`src/rtl/regfile_pkg.sv`:
```
// Shared constants and FSM encoding for the 2R1W register file.
// Imported by reg_cell32 and regfile_2r1w.
package regfile_pkg;

  localparam int DATA_W   = 32;
  localparam int ADDR_W   = 5;
  localparam int NUM_REGS = 2 ** ADDR_W;

  typedef enum logic {
    IDLE  = 1'b0,
    CLEAR = 1'b1
  } state_e;

endpackage

```
`src/rtl/reg_cell32.sv`:
```
// One DATA_W-bit storage word: async active-low clear, sync load, sync clear.
// Ports: clock, rst_n, load, clear, d -> q. Sync clear has priority.
module reg_cell32
  import regfile_pkg::*;
(
  input  logic              clock,
  input  logic              rst_n,
  input  logic              load,
  input  logic              clear,
  input  logic [DATA_W-1:0] d,
  output logic [DATA_W-1:0] q
);

  logic [DATA_W-1:0] val_q;
  logic [DATA_W-1:0] val_d;

  always_comb begin
    val_d = val_q;
    if (clear) begin
      val_d = '0;
    end else if (load) begin
      val_d = d;
    end
  end

  always_ff @(posedge clock or negedge rst_n) begin
    if (!rst_n) begin
      val_q <= '0;
    end else begin
      val_q <= val_d;
    end
  end

  assign q = val_q;

endmodule

```
`src/rtl/regfile_2r1w.sv`:
```
// 32x32 register file: one write port, two registered read ports with
// write bypass, clear sweep FSM. r0 reads 0. busy/write_ack registered.
module regfile_2r1w
  import regfile_pkg::*;
(
  input  logic              clock,
  input  logic              ctrl_reset_n,
  input  logic              ctrl_writeEnable,
  input  logic [ADDR_W-1:0] ctrl_writeReg,
  input  logic [DATA_W-1:0] data_writeReg,
  input  logic [ADDR_W-1:0] ctrl_readRegA,
  input  logic [ADDR_W-1:0] ctrl_readRegB,
  input  logic              ctrl_clear,
  output logic [DATA_W-1:0] data_readRegA,
  output logic [DATA_W-1:0] data_readRegB,
  output logic              write_ack,
  output logic              busy
);

  state_e            state_q, state_d;
  logic [ADDR_W-1:0] cnt_q, cnt_d;
  logic              ack_q, ack_d;
  logic [DATA_W-1:0] rd_a_q, rd_a_d;
  logic [DATA_W-1:0] rd_b_q, rd_b_d;

  logic                wr_acc;
  logic [NUM_REGS-1:1] wr_en;
  logic [NUM_REGS-1:1] clr_en;
  logic [DATA_W-1:0]   regs [NUM_REGS];

  // A clear request in the same cycle wins over the write.
  assign wr_acc = (state_q == IDLE)
                & ctrl_writeEnable
                & ~ctrl_clear;

  always_comb begin
    state_d = state_q;
    cnt_d   = cnt_q;
    unique case (state_q)
      IDLE: begin
        if (ctrl_clear) begin
          state_d = CLEAR;
          cnt_d   = ADDR_W'(1);
        end
      end
      CLEAR: begin
        cnt_d = cnt_q + ADDR_W'(1);
        // Wrap 31->0 marks the last swept word.
        if (cnt_d == '0) begin
          state_d = IDLE;
        end
      end
      default: begin
        state_d = IDLE;
      end
    endcase
  end

  always_comb begin
    wr_en  = '0;
    clr_en = '0;
    for (int i = 1; i < NUM_REGS; i++) begin
      wr_en[i]  = wr_acc
                & (ctrl_writeReg == ADDR_W'(i));
      clr_en[i] = (state_q == CLEAR)
                & (cnt_q == ADDR_W'(i));
    end
  end

  assign regs[0] = '0;

  for (genvar g = 1; g < NUM_REGS; g++) begin : g_reg
    reg_cell32 u_cell (
      .clock (clock),
      .rst_n (ctrl_reset_n),
      .load  (wr_en[g]),
      .clear (clr_en[g]),
      .d     (data_writeReg),
      .q     (regs[g])
    );
  end

  always_comb begin
    ack_d  = wr_acc;
    rd_a_d = regs[ctrl_readRegA];
    rd_b_d = regs[ctrl_readRegB];
    if (wr_acc && ctrl_readRegA != '0
        && ctrl_writeReg == ctrl_readRegA) begin
      rd_a_d = data_writeReg;
    end
    if (wr_acc && ctrl_readRegB != '0
        && ctrl_writeReg == ctrl_readRegB) begin
      rd_b_d = data_writeReg;
    end
  end

  always_ff @(posedge clock or negedge ctrl_reset_n) begin
    if (!ctrl_reset_n) begin
      state_q <= IDLE;
      cnt_q   <= '0;
      ack_q   <= 1'b0;
      rd_a_q  <= '0;
      rd_b_q  <= '0;
    end else begin
      state_q <= state_d;
      cnt_q   <= cnt_d;
      ack_q   <= ack_d;
      rd_a_q  <= rd_a_d;
      rd_b_q  <= rd_b_d;
    end
  end

  assign data_readRegA = rd_a_q;
  assign data_readRegB = rd_b_q;
  assign write_ack     = ack_q;
  assign busy          = (state_q == CLEAR);

endmodule

```
`config.mk`:
```
export PLATFORM = sky130hd
export DESIGN_NAME = regfile_2r1w
export DESIGN_NICKNAME = d
export VERILOG_FILES = /design/src/rtl/regfile_pkg.sv /design/src/rtl/reg_cell32.sv /design/src/rtl/regfile_2r1w.sv
export SDC_FILE = /design/constraint.sdc
export NUM_CORES = 2
export LEC_CHECK = 0
export CAP_MARGIN = 20
export CORE_AREA = 2 2 352 354
export DETAILED_ROUTE_END_ITERATION = 10
export DIE_AREA = 0 0 354 356
export GPL_TIMING_DRIVEN = 1
export SYNTH_ARGS = -nofsm -noshare
export SYNTH_HDL_FRONTEND = slang
export SYNTH_SLANG_ARGS = --single-unit
export TNS_END_PERCENT = 30
```
`constraint.sdc`:
```
create_clock -name clock -period 1.71 [get_ports clock]
set_input_delay 0.342 -clock clock [delete_from_list [all_inputs] [get_ports clock]]
set_output_delay 0.342 -clock clock [all_outputs]
set_load 0.01 [all_outputs]
```
== After elaboration in Yosys (flattened, before gate mapping) ==
Cells that the tools add are included.
Operators by class
  $add $sub $neg: 1
  multiply operators: 0
  divide/modulo/power cells: 0
  magnitude comparators: 2
  equal/unequal tests: 65
  shift-type cells: 0
  mux-type cells: 75
  bitwise operators: 68
  reductions and logical operators: 38
Operators by type and width (number)
  $mux W32: 68
  $bmux W32 S5: 2
  $eq A5 B5 Y1 const B: 32
  $eq A5 B4 Y1 const B: 16
  $and A1 B1 Y1: 64
  $reduce_bool A2 Y1: 31
  $eq A5 B3 Y1 const B: 8
  $eq A5 B2 Y1 const B: 4
  $ge A6 B6 Y1 const B: 2
  $not A5 Y6: 2
  $eq A5 B1 Y1 const B: 2
  $eq A5 B5 Y1: 2
  $pmux W5 S2: 1
  $reduce_bool A5 Y1: 2
  $add A5 B1 Y5 const B: 1
  $logic_not A5 Y1: 1
  $mux W5: 1
  $logic_and A1 B1 Y1: 4
  $mux W1: 2
  $ne A2 B2 Y1 const B: 1
  $not A1 Y1: 2
  $pmux W1 S2: 1
Storage, ports and cells
  register bits after elaboration: 1063
  bits in latches: 0
  memory bits (writable): 0
  ROM bits: 0
  logic and storage cells: 285
  memories kept: 0

== Logic depth before layout (Yosys ltp) ==
  depth after elaboration: 6
  gate-level depth with buffers: 9
  depth with buffers taken out: 5

== Hierarchy ==
From an unflattened synthesis, not the netlist that was laid out.
Second synthesis, totals
  cells, all modules: 5279
  area, all modules: 60928.4 um2
By module, submodules not included
  reg_cell32: instances 31, cells an instance 103, area each 1323.8 um2, sequential area each 800.8 um2
  regfile_2r1w: instances 1, cells an instance 2086, area each 19891.6 um2, sequential area each 1776.7 um2

== Worst setup path after synthesis ==
OpenSTA, ideal clock, no wires.
  kind: in2reg
  from: input ctrl_readRegB[0]
  to: register rd_b_q[10], in the netlist data_readRegB[10]
  library setup time: 0.121 ns
  arrival: 1.894 ns
  data required time: 1.589 ns
  setup slack: -0.305 ns
  stages: 7
  path buffers: 3
  path through: buf_4 buf_4 buf_2 mux4_2 a21oi_1 o21ai_0 a22o_1
On the way
  cells in the longest elaborated chain, start to end: 5
  elaborated cells between the ends (all ways): 9
RTL lines
  from (decl): line regfile_2r1w.sv:12  | input logic [ADDR_W-1:0] ctrl_readRegB,
  $not A5 Y6 (implied by the code): line regfile_2r1w.sv:86  | rd_b_d = regs[ctrl_readRegB];
  $bmux W32 S5: line regfile_2r1w.sv:86
  $mux W32 (implied by the code) (2 in series): line regfile_2r1w.sv:86
  $mux W32 *: line regfile_2r1w.sv:91  | if (wr_acc && ctrl_readRegB != '0
  named net rd_b_d[10]: line regfile_2r1w.sv:24  | logic [DATA_W-1:0] rd_b_q, rd_b_d;
  to (signal assigned): line regfile_2r1w.sv:109  | rd_b_q <= rd_b_d;
  to (decl): line regfile_2r1w.sv:24
The timed path passes the listed nets; every way through them passes the cells marked *. The select of a mux whose other input is x is not followed.
A chain may end at the register's enable or synchronous reset.

== Worst setup path in the final report ==
  from: register state_q, in the netlist busy
  to: register g_reg[20].u_cell.val_q[1]
On the way
  cells in the longest elaborated chain, start to end: 5
  elaborated cells between the ends (all ways): 7
RTL lines
  from (decl): line regfile_2r1w.sv:20  | state_e state_q, state_d;
  from (signal assigned): line regfile_2r1w.sv:105  | state_q <= state_d;
  $not A1 Y1: line regfile_2r1w.sv:32  | assign wr_acc = (state_q == IDLE)
  $and A1 B1 Y1: line regfile_2r1w.sv:33  | & ctrl_writeEnable
  $and A1 B1 Y1: line regfile_2r1w.sv:34  | & ~ctrl_clear;
  $and A1 B1 Y1: line regfile_2r1w.sv:64  | & (ctrl_writeReg == ADDR_W'(i));
  $reduce_bool A2 Y1 (no source line)
  to (signal assigned): line reg_cell32.sv:30  | val_q <= val_d;
  to (decl): line reg_cell32.sv:14  | logic [DATA_W-1:0] val_q;
Parallel ways exist; a longest one is shown, timed or not.

==> reports/qor.csv <==
stage;metric;value;unit
drt;via count;46500;
job;Max Cap Violations;0;
setup_path;crit path max fanout;11;
status;failing checks;setup timing;
logic_synthesis;Cells after Synth;4287;
power_and_ir_drop;Worst IR Drop VDD;0.983;mV
setup_path;Critical Path Sink Type;flip-flop;
drt;Final ANT Viol Nets;0;
sta;minimum clock period;2.08;ns
logic_synthesis;top-count cell post-synth;dfrtp_1;
floorplan;cell row count;129;
logic_synthesis;share of synthesized registers carrying an async set or reset;100;%
clock_tree;Worst-Skew Late Latency;0.77;ns
drt;routed wire length;225000;um
logic_synthesis;top-area cell type share of the netlist area;48.8;%
status;outcome;finished with violations;
grt;Top Usage Layer GRT;met2;
drt;WL per Instance;33.2;um
floorplan;Die ar.;126000;um2
clock_tree;CTS H-tree depth;3;
clock_tree;CTS root buf;clkbuf_16;
logic_synthesis;Syn. warnings;0;
grt;met3 usage;9.83;%
drt;starting DRC count in detailed routing;5836;
layout;area of the multi-input gates;26400;um2
sta;setup TNS;-217.70;ns
sta;Clock Skew;0.0288;ns
place;placed cell area;66700;um2
sta;final worst slack;-0.366;ns
logic_synthesis;mean post-synth cell area;12.7;um2
clock_tree;CTS tree;done;
layout;final core utilization;58.7;%
sta;fmax;482;MHz
sta;worst hold slack;0.0973;ns
logic_synthesis;dominant synthesized flop cell;dfrtp_1;
setup_path;element type at the critical path start;flip-flop;
sta;setup repair after global routing missed its margin;yes;
sta;Final Hold Vio Count;0;
clock_tree;clk buf depth;3;
drt;vias per cell;6.86;
setup_path;Crit Path Class;flip-flop to flip-flop;
place;DP HPWL;147000;um
setup_path;Worst Path Arrival;2.72;ns
clock_tree;register clock-pin slew on the reported worst setup and hold paths;0.06;ns
grt;vias in the first global route;46700;
sta;Final period util;121;%
logic_synthesis;Netlist cell types;51;
place;IO buf count;116;
sta;Rel. slew slack;49.1;%
clock_tree;Num CTS Buffers;118;
grt;GRT overflow;0;
grt;initial antenna violation count;2;
layout;Nets;5107;
logic_synthesis;Yosys reg bits;1063;
logic_synthesis;largest area contributor in the netlist;dfrtp_1;
drt;drt pass-1 iters;6;
floorplan;I/O Pins;117;
layout;layout cells sized above 1;37.0;%
floorplan;CORE AREA;123000;um2
logic_synthesis;sequential share of the synthesized area;48.8;%
logic_synthesis;Commonest cells post-synth;1063 x dfrtp_1, 1048 x a22o_1, 420 x mux2i_1, 368 x clkbuf_1, 212 x mux4_2;
clock_tree;clock sinks;1063;
layout;Filler Cell Count;9747;
sta;Worst Tran Pin Value;0.756;ns
worst_hold_path;Hold WC Path Type;input port to asynchronous set/reset pin;
logic_synthesis;Synthesized Nets;4345;
power_and_ir_drop;Static Leak;33.8;nW
logic_synthesis;number of synthesized flops with an enable pin;0;
drt;# DRC;0;
grt;GR Layer Usage met1;47.9;%
grt;GRT met2 Usage;51.4;%
floorplan;initial core utilization;44.5;%
floorplan;Die X-Extent;354;um
sta;Final setup viols;1063;
logic_synthesis;largest cells by area after synthesis;dfrtp_1 49%, a22o_1 17%, mux4_2 8.8%, mux2i_1 7.7%, mux2_2 3.7%;
power_and_ir_drop;pwr/cell area;1030;nW/um2
grt;GRT Util Overall;34.6;%
layout;final instance area;72000;um2
layout;Reg area;26600;um2
setup_path;Worst Path Required;2.35;ns
place;gp weighted congestion;0.968;
power_and_ir_drop;total power;74.2;mW
layout;Area Growth Syn to Fin;31.9;%
grt;global-route wire length before repair;324000;um
logic_synthesis;cell area after synthesis;54600;um2
sta;Slew Limit Fails;0;
floorplan;DIE HEIGHT;356;um
grt;largest net degree at the start of global routing;78;
## area by class of cell
type / instances / share of cell area, %
clock inverter: 59 / 1.40
tap: 1637 / 2.85
multi-input combinational: 2658 / 36.7
sequential: 1063 / 37.0
antenna: 1 / 0.00348
inverter: 6 / 0.0313
clock buffer: 163 / 4.70
timing repair buffer: 1202 / 17.3
## through the flow
stage / std cells / setup WS [ns]
final: 6789 / -0.366
after global routing: 6788 / -0.379
after floorplan: 4287 / -0.107
after detailed placement: 6520 / -0.943
after global placement: 6520 / -0.954
after CTS: 6759 / -0.350
## critical path: stages, from the launching register on
cell	delay [ns]
dfrtp_2	0.43
buf_6	0.14
nor3b_4	0.26
buf_6	0.16
nand3_4	0.06
buf_8	0.16
nor2_4	0.14
a21oi_4	0.11
clkbuf_16	0.25
a22o_1	0.22
## cell families after synthesis
| group | count (synthesis) | share of synthesized area [%] |
|---|---|---|
| AO/OA/AOI/OAI | 1638 | 24.5 |
| XOR/XNOR | 9 | 0.144 |
| adder cells (fa/ha/maj) | 7 | 0.161 |
| buffers and inverters | 566 | 4.52 |
| flip-flops | 1063 | 48.8 |
| multiplexers | 812 | 20.2 |
| AND/OR/NAND/NOR | 192 | 1.80 |
## timing repair
item                                   4_1_cts  5_1_grt
setup endpoints to repair                 1122     1066
cloned                                       3       20
hold buffers                                 1        0
setup buffers                               14        9
endpoints found under the hold margin      480        0
resized for setup                          323       52
pin swaps                                   16       52
## layer usage
metal	vias to the layer above	routed length, um
met5	-	28
met4	4	10800
met2	3074	98600
met3	628	27500
li1	18700	-
met1	24100	88500
## path summary, 6_finish.rpt
kind | startpoint | to | slack (ns) | cells after the start
worst max-delay path | busy | g_reg[20].u_cell.q[1] | -0.37 | 9
worst min-delay path | ctrl_reset_n | g_reg[6].u_cell.q[2] | 0.1 | 2
worst max register to register | busy | g_reg[20].u_cell.q[1] | -0.37 | 9
worst min register to register | g_reg[7].u_cell.q[29] | g_reg[7].u_cell.q[29] | 0.52 | 1
max in group asynchronous | ctrl_reset_n | g_reg[18].u_cell.q[13] | 0.79 | 3
min in group clock | data_writeReg[9] | data_readRegB[9] | 0.31 | 3
## report_power, final
part	total (mW)	switching [mW]	internal, mW
Combinational	16.4	8.60	7.76
Clock	28.9	11.3	17.6
Sequential	29.0	1.70	27.3
Total	74.2	21.6	52.6
## layout by cell type (no fill, tap or decap), types with 11 or more instances in the layout
cell type,count
buf_12,228
a22oi_1,54
o22ai_1,65
o31ai_1,12
mux2_2,175
mux2i_1,420
clkinv_2,21
a21oi_1,110
nand2_1,28
nor2_1,12
o21ai_0,54
nor3_1,17
a22o_1,1048
mux4_2,212
buf_8,16
nor2b_1,19
nand2b_1,12
bufinv_16,25
clkbuf_8,25
o21ai_1,18
nor2_4,33
a211oi_2,12
dfrtp_1,1060
buf_2,61
buf_6,39
o221ai_1,81
a221o_1,46
a21oi_2,11
clkbuf_1,20
a21oi_4,32
clkbuf_16,134
a221oi_1,60
clkdlybuf4s50_1,39
nand3_1,23
buf_4,795
## sequential cells by signal (all words and copies together) (netlist names)
| register | count |
|---|---|
| data_readRegB | 32 |
| busy | 1 |
| data_readRegA | 32 |
| write_ack | 1 |
| g.u_cell.q | 992 |
| cnt_q | 5 |
Power figures use the tool's default switching activity.
